==> src/rtl/core_pkg.sv <==
`default_nettype none
// ============================================================================
//  Module      : core_pkg
//  Description : Shared types and encodings for the pipelined RV32I core:
//                forwarding selects, ALU/result encodings, control bundle.
//  Revision    : 1.0 - initial release
// ============================================================================
package core_pkg;

    // Source of an execute-stage operand
    typedef enum logic [1:0] {
        FWD_NONE = 2'b00,
        FWD_W    = 2'b01,
        FWD_M    = 2'b10
    } fwd_sel_t;

    // ALU operation encodings
    localparam logic [2:0] c_alu_add = 3'b000;
    localparam logic [2:0] c_alu_sub = 3'b001;
    localparam logic [2:0] c_alu_and = 3'b010;
    localparam logic [2:0] c_alu_or  = 3'b011;
    localparam logic [2:0] c_alu_slt = 3'b101;

    // Writeback result source encodings
    localparam logic [1:0] c_res_alu = 2'b00;
    localparam logic [1:0] c_res_mem = 2'b01;
    localparam logic [1:0] c_res_pc4 = 2'b10;

    // Control bundle carried from decode to execute
    typedef struct packed {
        logic       valid;
        logic       alusrc;
        logic [2:0] alucontrol;
        logic       regwrite;
        logic       memwrite;
        logic       branch;
        logic [1:0] resultsrc;
    } ctrl_t;

    // A bubble: no valid instruction, no side effects
    localparam ctrl_t c_ctrl_bubble = '0;

endpackage : core_pkg
`default_nettype wire

==> src/rtl/fwd_unit.sv <==
`default_nettype none
// ============================================================================
//  Module      : fwd_unit
//  Description : Per-operand forwarding mux. Compares one source index against
//                the MEM and WB destinations and picks the youngest result.
//  Revision    : 1.0 - initial release
// ============================================================================
module fwd_unit
    import core_pkg::*;
#(
    parameter int DATA_WIDTH = 32,
    parameter int ADDR_WIDTH = 5
) (
    input  logic [ADDR_WIDTH-1:0] rs,
    input  logic [DATA_WIDTH-1:0] rd_reg,
    input  logic                  regwrite_m,
    input  logic [ADDR_WIDTH-1:0] rdaddr_m,
    input  logic [DATA_WIDTH-1:0] aluresult_m,
    input  logic                  regwrite_w,
    input  logic [ADDR_WIDTH-1:0] rdaddr_w,
    input  logic [DATA_WIDTH-1:0] result_w,
    output fwd_sel_t              sel,
    output logic [DATA_WIDTH-1:0] data
);

    logic w_hit_m;
    logic w_hit_w;

    // x0 is hardwired zero, so a write to it must never be forwarded
    assign w_hit_m = regwrite_m && (rdaddr_m != '0) && (rdaddr_m == rs);
    assign w_hit_w = regwrite_w && (rdaddr_w != '0) && (rdaddr_w == rs);

    // MEM holds the younger result and therefore wins over WB
    always_comb begin
        sel  = FWD_NONE;
        data = rd_reg;
        if (w_hit_m) begin
            sel  = FWD_M;
            data = aluresult_m;
        end else if (w_hit_w) begin
            sel  = FWD_W;
            data = result_w;
        end
    end

endmodule : fwd_unit
`default_nettype wire

==> src/rtl/id_ex_stage.sv <==
`default_nettype none
// ============================================================================
//  Module      : id_ex_stage
//  Description : Decode-to-execute pipeline register with stall, flush and
//                MEM/WB operand forwarding onto the ALU inputs.
//  Revision    : 1.0 - initial release
// ============================================================================
module id_ex_stage
    import core_pkg::*;
#(
    parameter int DATA_WIDTH = 32,
    parameter int ADDR_WIDTH = 5
) (
    input  logic                  clk,
    input  logic                  rst_n,
    input  logic                  stall,
    input  logic                  flush,
    input  logic                  valid_d,
    input  logic [DATA_WIDTH-1:0] rd1_d,
    input  logic [DATA_WIDTH-1:0] rd2_d,
    input  logic [DATA_WIDTH-1:0] immext_d,
    input  logic [DATA_WIDTH-1:0] pc_d,
    input  logic [ADDR_WIDTH-1:0] rs1_d,
    input  logic [ADDR_WIDTH-1:0] rs2_d,
    input  logic [ADDR_WIDTH-1:0] rdaddr_d,
    input  logic                  alusrc_d,
    input  logic [2:0]            alucontrol_d,
    input  logic                  regwrite_d,
    input  logic                  memwrite_d,
    input  logic                  branch_d,
    input  logic [1:0]            resultsrc_d,
    input  logic                  regwrite_m,
    input  logic [ADDR_WIDTH-1:0] rdaddr_m,
    input  logic [DATA_WIDTH-1:0] aluresult_m,
    input  logic                  regwrite_w,
    input  logic [ADDR_WIDTH-1:0] rdaddr_w,
    input  logic [DATA_WIDTH-1:0] result_w,
    output logic [DATA_WIDTH-1:0] rd1_e,
    output logic [DATA_WIDTH-1:0] rd2_e,
    output logic [DATA_WIDTH-1:0] immext_e,
    output logic [DATA_WIDTH-1:0] pc_e,
    output logic [ADDR_WIDTH-1:0] rs1_e,
    output logic [ADDR_WIDTH-1:0] rs2_e,
    output logic [ADDR_WIDTH-1:0] rdaddr_e,
    output logic                  alusrc_e,
    output logic [2:0]            alucontrol_e,
    output logic                  regwrite_e,
    output logic                  memwrite_e,
    output logic                  branch_e,
    output logic [1:0]            resultsrc_e,
    output logic                  valid_e,
    output logic [1:0]            fwda_e,
    output logic [1:0]            fwdb_e
);

    ctrl_t                 w_ctrl_d;
    ctrl_t                 r_ctrl;
    logic [DATA_WIDTH-1:0] r_rd1;
    logic [DATA_WIDTH-1:0] r_rd2;
    logic [DATA_WIDTH-1:0] r_imm;
    logic [DATA_WIDTH-1:0] r_pc;
    logic [ADDR_WIDTH-1:0] r_rs1;
    logic [ADDR_WIDTH-1:0] r_rs2;
    logic [ADDR_WIDTH-1:0] r_rdaddr;
    fwd_sel_t              w_fwda;
    fwd_sel_t              w_fwdb;

    // An empty decode slot must not write anything, so its enables are gated
    always_comb begin
        w_ctrl_d            = c_ctrl_bubble;
        w_ctrl_d.valid      = valid_d;
        w_ctrl_d.alusrc     = alusrc_d;
        w_ctrl_d.alucontrol = alucontrol_d;
        w_ctrl_d.regwrite   = regwrite_d & valid_d;
        w_ctrl_d.memwrite   = memwrite_d & valid_d;
        w_ctrl_d.branch     = branch_d & valid_d;
        w_ctrl_d.resultsrc  = resultsrc_d;
    end

    // Pipeline register: flush beats stall beats capture
    always_ff @(posedge clk or negedge rst_n) begin
        if (!rst_n) begin
            r_ctrl   <= c_ctrl_bubble;
            r_rd1    <= '0;
            r_rd2    <= '0;
            r_imm    <= '0;
            r_pc     <= '0;
            r_rs1    <= '0;
            r_rs2    <= '0;
            r_rdaddr <= '0;
        end else if (flush) begin
            r_ctrl   <= c_ctrl_bubble;
            r_rd1    <= '0;
            r_rd2    <= '0;
            r_imm    <= '0;
            r_pc     <= '0;
            r_rs1    <= '0;
            r_rs2    <= '0;
            r_rdaddr <= '0;
        end else if (!stall) begin
            r_ctrl   <= w_ctrl_d;
            r_rd1    <= rd1_d;
            r_rd2    <= rd2_d;
            r_imm    <= immext_d;
            r_pc     <= pc_d;
            r_rs1    <= rs1_d;
            r_rs2    <= rs2_d;
            r_rdaddr <= rdaddr_d;
        end
    end

    // Forwarding stays live during stalls: it depends only on held indices
    fwd_unit #(
        .DATA_WIDTH (DATA_WIDTH),
        .ADDR_WIDTH (ADDR_WIDTH)
    ) u_fwd_a (
        .rs          (r_rs1),
        .rd_reg      (r_rd1),
        .regwrite_m  (regwrite_m),
        .rdaddr_m    (rdaddr_m),
        .aluresult_m (aluresult_m),
        .regwrite_w  (regwrite_w),
        .rdaddr_w    (rdaddr_w),
        .result_w    (result_w),
        .sel         (w_fwda),
        .data        (rd1_e)
    );

    fwd_unit #(
        .DATA_WIDTH (DATA_WIDTH),
        .ADDR_WIDTH (ADDR_WIDTH)
    ) u_fwd_b (
        .rs          (r_rs2),
        .rd_reg      (r_rd2),
        .regwrite_m  (regwrite_m),
        .rdaddr_m    (rdaddr_m),
        .aluresult_m (aluresult_m),
        .regwrite_w  (regwrite_w),
        .rdaddr_w    (rdaddr_w),
        .result_w    (result_w),
        .sel         (w_fwdb),
        .data        (rd2_e)
    );

    assign fwda_e       = w_fwda;
    assign fwdb_e       = w_fwdb;
    assign immext_e     = r_imm;
    assign pc_e         = r_pc;
    assign rs1_e        = r_rs1;
    assign rs2_e        = r_rs2;
    assign rdaddr_e     = r_rdaddr;
    assign alusrc_e     = r_ctrl.alusrc;
    assign alucontrol_e = r_ctrl.alucontrol;
    assign regwrite_e   = r_ctrl.regwrite;
    assign memwrite_e   = r_ctrl.memwrite;
    assign branch_e     = r_ctrl.branch;
    assign resultsrc_e  = r_ctrl.resultsrc;
    assign valid_e      = r_ctrl.valid;

endmodule : id_ex_stage
`default_nettype wire
==> config.mk <==
export PLATFORM = sky130hd
export DESIGN_NAME = id_ex_stage
export DESIGN_NICKNAME = d
export VERILOG_FILES = /design/src/rtl/core_pkg.sv /design/src/rtl/fwd_unit.sv /design/src/rtl/id_ex_stage.sv
export SDC_FILE = /design/constraint.sdc
export NUM_CORES = 1
export LEC_CHECK = 0
export CAP_MARGIN = 20
export CORE_MARGIN = 2
export CORE_UTILIZATION = 25
export DETAILED_ROUTE_END_ITERATION = 8
export HOLD_SLACK_MARGIN = 0.05
export PLACE_DENSITY = 0.51
export SETUP_SLACK_MARGIN = 0.02
export SYNTH_ARGS = -nofsm -noshare
export SYNTH_HDL_FRONTEND = slang
export SYNTH_SLANG_ARGS = --single-unit
==> constraint.sdc <==
create_clock -name clk -period 2.2 [get_ports clk]
set_input_delay 0.33 -clock clk [delete_from_list [all_inputs] [get_ports clk]]
set_output_delay 0.33 -clock clk [all_outputs]
set_load 0.01 [all_outputs]
* Word level (Yosys, flattened, before mapping)
Cells that the tools add are included.
Storage, ports and cells: register bits after elaboration 153, bits in latches 0, memory bits (writable) 0, memory bits (read-only) 0, output and inout bits 157, logic and storage cells 54, memories 0
Operators by class: $add $sub $neg 0, multipliers 0, divide/modulo/power cells 0, order comparisons 0, equality and inequality tests 5, shifts and indexed selects 0, multiplexer cells 24, bitwise logic cells 3, reduce and logical (&&, ||, !) cells 8
Operator list (count):
- $mux 32 | 12
- $mux 5 | 6
- $eq 5x5->1 | 4
- $mux 10 | 2
- $reduce_bool 5->1 | 2
- $logic_and 1x1->1 | 6
- $mux 2 | 2
- $and 1x1->1 | 3
- $mux 1 | 2
- $ne 2x1->1 const B | 1

* Logic depth before layout (Yosys ltp)
Gate-level depths: netlist (run 1).
depth after elaboration 5, mapped depth 6

* By module
A second synthesis (run 1) with hierarchy kept.
Unflattened totals: cell total of the unflattened synthesis 869, area total of the unflattened synthesis 9270.1 um^2
By module, submodules not included:
- id_ex_stage | instances 1, cells each 497, area an instance 6274.8 um^2
- fwd_unit | instances 2, cells each 186, area an instance 1497.7 um^2

* Least setup slack after synthesis (run 1)
No wires, ideal clock.
kind input port to output port, start input rdaddr_w[0], end output rd1_e[22], arrival time 1741 ps, data required time 1870 ps, setup slack 129 ps, stages on the path 6, cell sequence or4_1 -> o21ai_1 -> buf_2 -> buf_4 -> o31ai_1 -> a31oi_1
Between the ends: longest elaborated chain between the ends 5
RTL lines:
- from (decl) | line id_ex_stage.sv:36 | input logic [ADDR_WIDTH-1:0] rdaddr_w,
- $reduce_bool 5->1 | line fwd_unit.sv:31 | assign w_hit_w = regwrite_w && (rdaddr_w != '0) && (rdaddr_w == rs);
- $logic_and 1x1->1 | line fwd_unit.sv:31
- $logic_and 1x1->1 (*) | line fwd_unit.sv:31
- $mux 32 (*) | line fwd_unit.sv:40 | end else if (w_hit_w) begin
- $mux 32 (*) | line fwd_unit.sv:37 | if (w_hit_m) begin
- to (decl) | line id_ex_stage.sv:38 | output logic [DATA_WIDTH-1:0] rd1_e,
Mark *: on every way between the ends. The rest lies on a longest branch, timed or not.

* Worst setup path in the final report (run 1)
start register r_rs1[3] (netlist: rs1_e[3]), end output rd1_e[8]
Between the ends: longest elaborated chain between the ends 4
RTL lines:
- from (decl) | line id_ex_stage.sv:62 | logic [ADDR_WIDTH-1:0] r_rs1;
- from (signal assigned) | line id_ex_stage.sv:106 | r_rs1 <= rs1_d;
- $eq 5x5->1 | line fwd_unit.sv:31
- $logic_and 1x1->1 | line fwd_unit.sv:31
- $mux 32 | line fwd_unit.sv:40
- $mux 32 (*) | line fwd_unit.sv:37
Marks and branches as above.

==> impl_metrics.tcl, run 1 <==
set metrics [dict create \
    synth_seq_cells 153 \
    place.gp.congestion 0.8638 \
    dpl.hpwl_mm 26.41 \
    fin_ws_ns -0.4273 \
    worstSetupPathType "reg -> out" \
    syn_area_um2 8292 \
    period_share_pct 119.4 \
    numCtsBuffers 17 \
    status "finished, violations left" \
    clock_latency_ns 0.42 \
    crit_chain "xor2_1 > or3_4 > buf_12 > buf_16 > o31ai_4 > a31oi_4 > buf_6" \
    routed_via_density 5.099 \
    ant_nets 0 \
    die_x_um 186.1 \
    wl_per_cell_um 22.87 \
    switchingPower_mw 2.759 \
    irDropWorstVdd_uv 468.3 \
    dp_slack_ns -0.9429 \
    grt_overflow 0 \
    cts_max_level 4 \
    crit_slowest_cell "dfrtp_1" \
    num_vias 8959 \
    final_common_cell "clkdlybuf4s50_1" \
    final_nets 1533 \
    layoutNonFillerInstCount 1757 \
    clkSinkCount 153 \
    total_power_mw 8.906 \
    p_int_mw 6.147 \
    antenna_found_initial 5 \
    first_global_vias 8966 \
    rr_worst_depth 4 \
    slew_violations 0 \
    syn_to_final_growth_pct 92.35 \
    tightest_slew_ns 0.4833 \
    hold_path.class "in -> reg" \
    synthCells 862 \
    tns_ns -23.57 \
    hold_viol_final 0 \
    synth-edff-count 0 \
    fmax_mhz 380.6 \
    cp_max_fo 8 \
    crit_arrival_ns 2.30 \
    syn_avg_cell_area_um2 9.619 \
    row_count 66 \
    maxCapViolCount 0 \
    syn-num-nets 1095 \
    r2r_start "rs1_e[2]$_DFFE_PN0P_" \
    seq_power_share_pct 34.9 \
    core_um2 32620 \
    setup_violations 68 \
    worst_ep_required_time_ns 1.87 \
    layout_common_cells "clkdlybuf4s50_1, nor2_1, mux2i_1" \
    ys.flop_type "dfrtp_1" \
    violations "setup timing" \
    grtUsageTotal_pct 21.92 \
    cellPowerDensity_nw_per_um2 558.4 \
    routed_wl_mm 40.18 \
    io_buffers 389 \
    synth-seq-area-share_pct 46.17 \
    critPathCapture "rd1_e[8]" \
    r2r_slack_ns 1.20 \
    r2r_end "rs1_e[2]$_DFFE_PN0P_" \
    cp-startpoint "rs1_e[3]$_DFFE_PN0P_" \
    fin_crit_ns 2.627 \
    yosysTopAreaCell "dfrtp_1" \
    clk_pin_slew_ns 0.07 \
    dieArea_um2 34640 \
    p_leak_nw 6.606 \
    dr.pass1.iters 4 \
    cp-end-kind "output pin" \
    clockBufferDepth 2 \
    p_clk_share_pct 35.4 \
    fin_skew_ns 0 \
    power_frac_comb_pct 29.7 \
    rsz0062_at_grt "yes" \
    switching_share_pct 30.98 \
    synth-async-reset-ratio_pct 100.0 \
    drive_gt1_share_pct 29.57 \
    grt_max_degree 57 \
    start_util_pct 25.42 \
    die_h_um 186.1 \
    synth_warnings 0 \
    grt_pass1_wl_mm 56.85 \
    crit_path_max_incr_delay_ns 0.43 \
    ys_types 25 \
    slew_headroom_pct 67.78 \
    drtIter0Drc 435 \
    root_buffer "clkbuf_16" \
    ios 390 \
    yosys-top-cells-area "dfrtp_1, mux2i_1, nor2_1" \
    drc 0 \
    placedCellCount 1677 \
    yosysTopAreaCellShare_pct 46.17 \
    critPathLaunchType "register" \
    cts_tree "done" \
]
[routing by layer]
layer  track usage (%)  part of all wire, %
met1             28.18                   42
met2             35.93                   49
met3             6.202                  6.9
met4             6.268                  2.7
met5                 0                0.067
[sequential cells by signal, summed over array words and instances (netlist names)]
name,count
resultsrc_e,2
valid_e,1
rs2_e,5
rs1_e,5
memwrite_e,1
alucontrol_e,3
pc_e,32
alusrc_e,1
regwrite_e,1
r_rd2,32
rdaddr_e,5
r_rd1,32
branch_e,1
immext_e,32
[stage by stage]
step / utilization [%] / area, um2 / hold slack [ns]
2_1_floorplan: - / 8292 / 0.03441
3_3_place_gp: 40.87 / 13330 / 0.2874
3_5_place_dp: 40.87 / 13330 / 0.2899
4_1_cts: 46.05 / 15020 / 0.2538
5_1_grt: 48.89 / 15950 / 0.2683
6_report: 48.90 / 15950 / 0.2660
[synthesized netlist by cell type (2+ instances only)]
library cell  number
a21oi_1            3
a31oi_1           64
buf_1             16
buf_2             18
buf_4              6
clkbuf_1          59
dfrtp_1          153
inv_2              2
mux2i_1          150
nand2_1            3
nand4_1           66
nor2_1           158
nor3_1            66
nor4_2             2
o211ai_2           2
o31ai_1           64
or2_1              2
or2_2              2
or3_1              2
xnor2_1           10
xor2_1            10
[worst min-delay path by stage]
stage,cells past startpoint,to,slack (ns),from
floorplan,0,alucontrol_e[0]$_DFFE_PN0P_,0.03,rst_n
global placement,1,immext_e[22]$_DFFE_PN0P_,0.29,rst_n
detailed placement,1,immext_e[22]$_DFFE_PN0P_,0.29,rst_n
global route,2,branch_e$_DFFE_PN0P_,0.27,flush
finish,2,branch_e$_DFFE_PN0P_,0.27,flush
CTS,2,branch_e$_DFFE_PN0P_,0.25,flush
[power by group through the flow]
| stage | clock (mW) | sequential [mW] | combinational [mW] |
|---|---|---|---|
| finish | 3.15 | 3.11 | 2.65 |
| global route | 3.35 | 3.13 | 2.79 |
| CTS | 3.23 | 3.09 | 2.42 |
| detailed placement | 0 | 3.12 | 2.16 |
| global placement | 0 | 3.12 | 2.15 |
| floorplan | 0 | 3.14 | 0.754 |
[timing repair]
item / in CTS / in global routing
buffers inserted: 20 / 13
resized for setup: 423 / 147
hold endpoints to repair: 35 / 0
cloned: 8 / 6
setup endpoints to repair: 68 / 68
pin swaps: 29 / 80
hold buffers: 1 / 0
[critical path: cells and delay by family, from the launching register on]
kind                   cells  cell delay (ns)
buffers and inverters      3             0.44
flip-flops                 1             0.43
AND/OR/NAND/NOR            1             0.41
AO/OA/AOI/OAI              2             0.40
XOR/XNOR                   1             0.17
[logic make-up after synthesis]
kind of cell / count (synthesis) / synth area share [%]
multiplexers: 150 / 18.11
AO/OA/AOI/OAI: 135 / 11.26
buffers and inverters: 101 / 5.115
AND/OR/NAND/NOR: 303 / 17.23
XOR/XNOR: 20 / 2.112
flip-flops: 153 / 46.17
[final cells by class]
| type | count | area [um2] |
|---|---|---|
| Antenna cell | 3 | 7.507 |
| Clock buffer | 19 | 442.9 |
| Clock inverter | 12 | 165.2 |
| Fill cell | 3003 | 16670 |
| Inverter | 2 | 12.51 |
| Multi-Input combinational cell | 608 | 5547 |
| Sequential cell | 153 | 3834 |
| Tap cell | 442 | 553.0 |
| Timing Repair Buffer | 518 | 5388 |
No activity file was read; power rests on OpenSTA's default activity.
==> run 2: changes to the inputs <==
HOLD_SLACK_MARGIN = 0.15   (was 0.05)
clock period = 3.4 ns   (was 2.2 ns; I/O delays follow)
==> impl_metrics.tcl, run 2 (synthesis results as in run 1) <==
set metrics [dict create \
    status "finished clean" \
    crit_slowest_cell "clkdlybuf4s50_1" \
    setup_violations 0 \
    slew_headroom_pct 39.66 \
    wl_per_cell_um 21.06 \
    crit_chain "clkdlybuf4s50_1 > or4_4 > o211ai_4 > buf_12 > nor3_1 > a31oi_1 > clkdlybuf4s50_1" \
    crit_family "buffers and inverters" \
    ant_nets 0 \
    numCtsBuffers 17 \
    cp_common_cell "clkdlybuf4s50_1" \
    layout_common_cells "clkdlybuf4s50_1, nor2_1, dfrtp_1" \
    crit_arrival_ns 2.84 \
    row_count 66 \
    drive_gt1_share_pct 9.470 \
    cp-startpoint "rdaddr_m[4]" \
    clockBufferDepth 2 \
    dpl.hpwl_mm 25.55 \
    cts_max_level 4 \
    cts_tree "done" \
    routed_wl_mm 35.56 \
    die_h_um 186.1 \
    final_core_util_pct 42.30 \
    worst_ep_required_time_ns 2.89 \
    critPathLaunchType "primary input" \
    drtIter0Drc 484 \
    crit_path_max_incr_delay_ns 0.64 \
    ios 390 \
    io_buffers 389 \
    grt_pass1_wl_mm 52.87 \
    cp_max_fo 11 \
    antenna_found_initial 2 \
    fmax_mhz 298.6 \
    core_um2 32620 \
    total_power_mw 5.242 \
    root_buffer "clkbuf_16" \
    drc 0 \
    grt_overflow 0 \
    start_util_pct 25.42 \
    critical_path_buf_inv_count 3 \
    clock_latency_ns 0.42 \
    clkSinkCount 153 \
    irDropWorstVdd_uv 224.3 \
    syn_to_final_growth_pct 66.41 \
    cellPowerDensity_nw_per_um2 379.9 \
    hold_viol_final 0 \
    worstSetupPathType "in -> out" \
    clk_pin_slew_ns 0.07 \
    slew_violations 0 \
    maxCapViolCount 0 \
    place.gp.congestion 0.8317 \
    dp_slack_ns -0.1278 \
    r2r_slack_ns 2.54 \
    grtUsageTotal_pct 20.32 \
    grt_max_degree 80 \
    final_common_cell "clkdlybuf4s50_1" \
    final_nets 1467 \
    hold_path.class "reg -> reg" \
    routed_via_density 4.976 \
    num_vias 8405 \
    p_leak_nw 6.215 \
    die_x_um 186.1 \
    dieArea_um2 34640 \
    dr.pass1.iters 7 \
    fin_skew_ns 0 \
    cp-end-kind "output pin" \
    period_share_pct 98.51 \
    fin_crit_ns 3.349 \
    hp-start "pc_e[17]$_DFFE_PN0P_" \
    tightest_slew_ns 0.9051 \
    first_global_vias 8578 \
    r2r_start "rs2_e[3]$_DFFE_PN0P_" \
    fin_ws_ns 0.05067 \
]
[run 2: changes by cell type in the layout (fill, tap and decap cells not counted), moves of 25 or more]
| cell | previous run | this run |
|---|---|---|
| nor3_1 | 37 | 64 |
| nor3_2 | 27 | 2 |
| buf_4 | 59 | 34 |
| o31ai_1 | 0 | 59 |
| buf_6 | 33 | 2 |
| a31oi_1 | 30 | 64 |
| buf_2 | 54 | 0 |
| dlygate4sd2_1 | 5 | 46 |
| o31ai_4 | 61 | 1 |
[run 2: final timing paths]
kind / depth (start not counted) / endpoint
min in group asynchronous: 2 / immext_e[14]$_DFFE_PN0P_
max: 7 / rd1_e[1]
max in group asynchronous: 3 / r_rd1[21]$_DFFE_PN0P_
min reg2reg: 2 / pc_e[17]$_DFFE_PN0P_
max reg2reg: 2 / rs2_e[3]$_DFFE_PN0P_
min: 2 / pc_e[17]$_DFFE_PN0P_
[run 2: power by group]
part	total, mW	internal, mW	switching [mW]	leakage (nW)
Sequential	1.99	1.92	0.0700	2.03
Clock	1.91	1.09	0.812	0.279
Combinational	1.34	0.697	0.647	3.90
Total	5.24	3.71	1.53	6.22
[run 2: area by class of cell]
class,count,area (um2)
antenna,1,2.502
fill,3193,18820
inverter,2,7.507
multi-input combinational,608,4126
sequential,153,3829
clock inverter,12,126.4
timing repair buffer,452,4711
tap,442,553.0
clock buffer,19,442.9
[run 2: tightest hold or removal path, delay by kind of cell (launching register included)]
kind | cells | cell delay, ns
DFF | 1 | 0.34
muxes | 1 | 0.07
and+or+nand+nor | 1 | 0.07
[run 2: repair_timing]
item                                    4_1_cts  5_1_grt
pin swaps                                     2        0
setup buffers                                 2        4
endpoints found under the setup margin       62       18
hold buffers                                  1        0
endpoints found under the hold margin        49        0
gates resized for setup                      52       21
[run 2: stage by stage]
stage / TNS (ns) / cells / cell area, um2 / hold slack (ns)
after detailed placement: -1.414 / 1650 / 13140 / 0.5098
after global placement: -0.9639 / 1650 / 13140 / 0.4953
after floorplan: 0 / 862 / 8292 / 0.2144
after CTS: 0 / 1684 / 13700 / 0.5282
after global routing: -0.04141 / 1688 / 13800 / 0.5439
final: 0 / 1689 / 13800 / 0.5214
[run 2: per-layer routing]
layer	track usage, %	wire, um	vias to the layer above	part of all wire [%]
met1	26.25	14850	4063	42
met2	32.19	16830	385	47
met4	7.024	731	2	2.1
li1	-	-	3904	-
met5	0	10	-	0.028
met3	6.241	3137	51	8.8
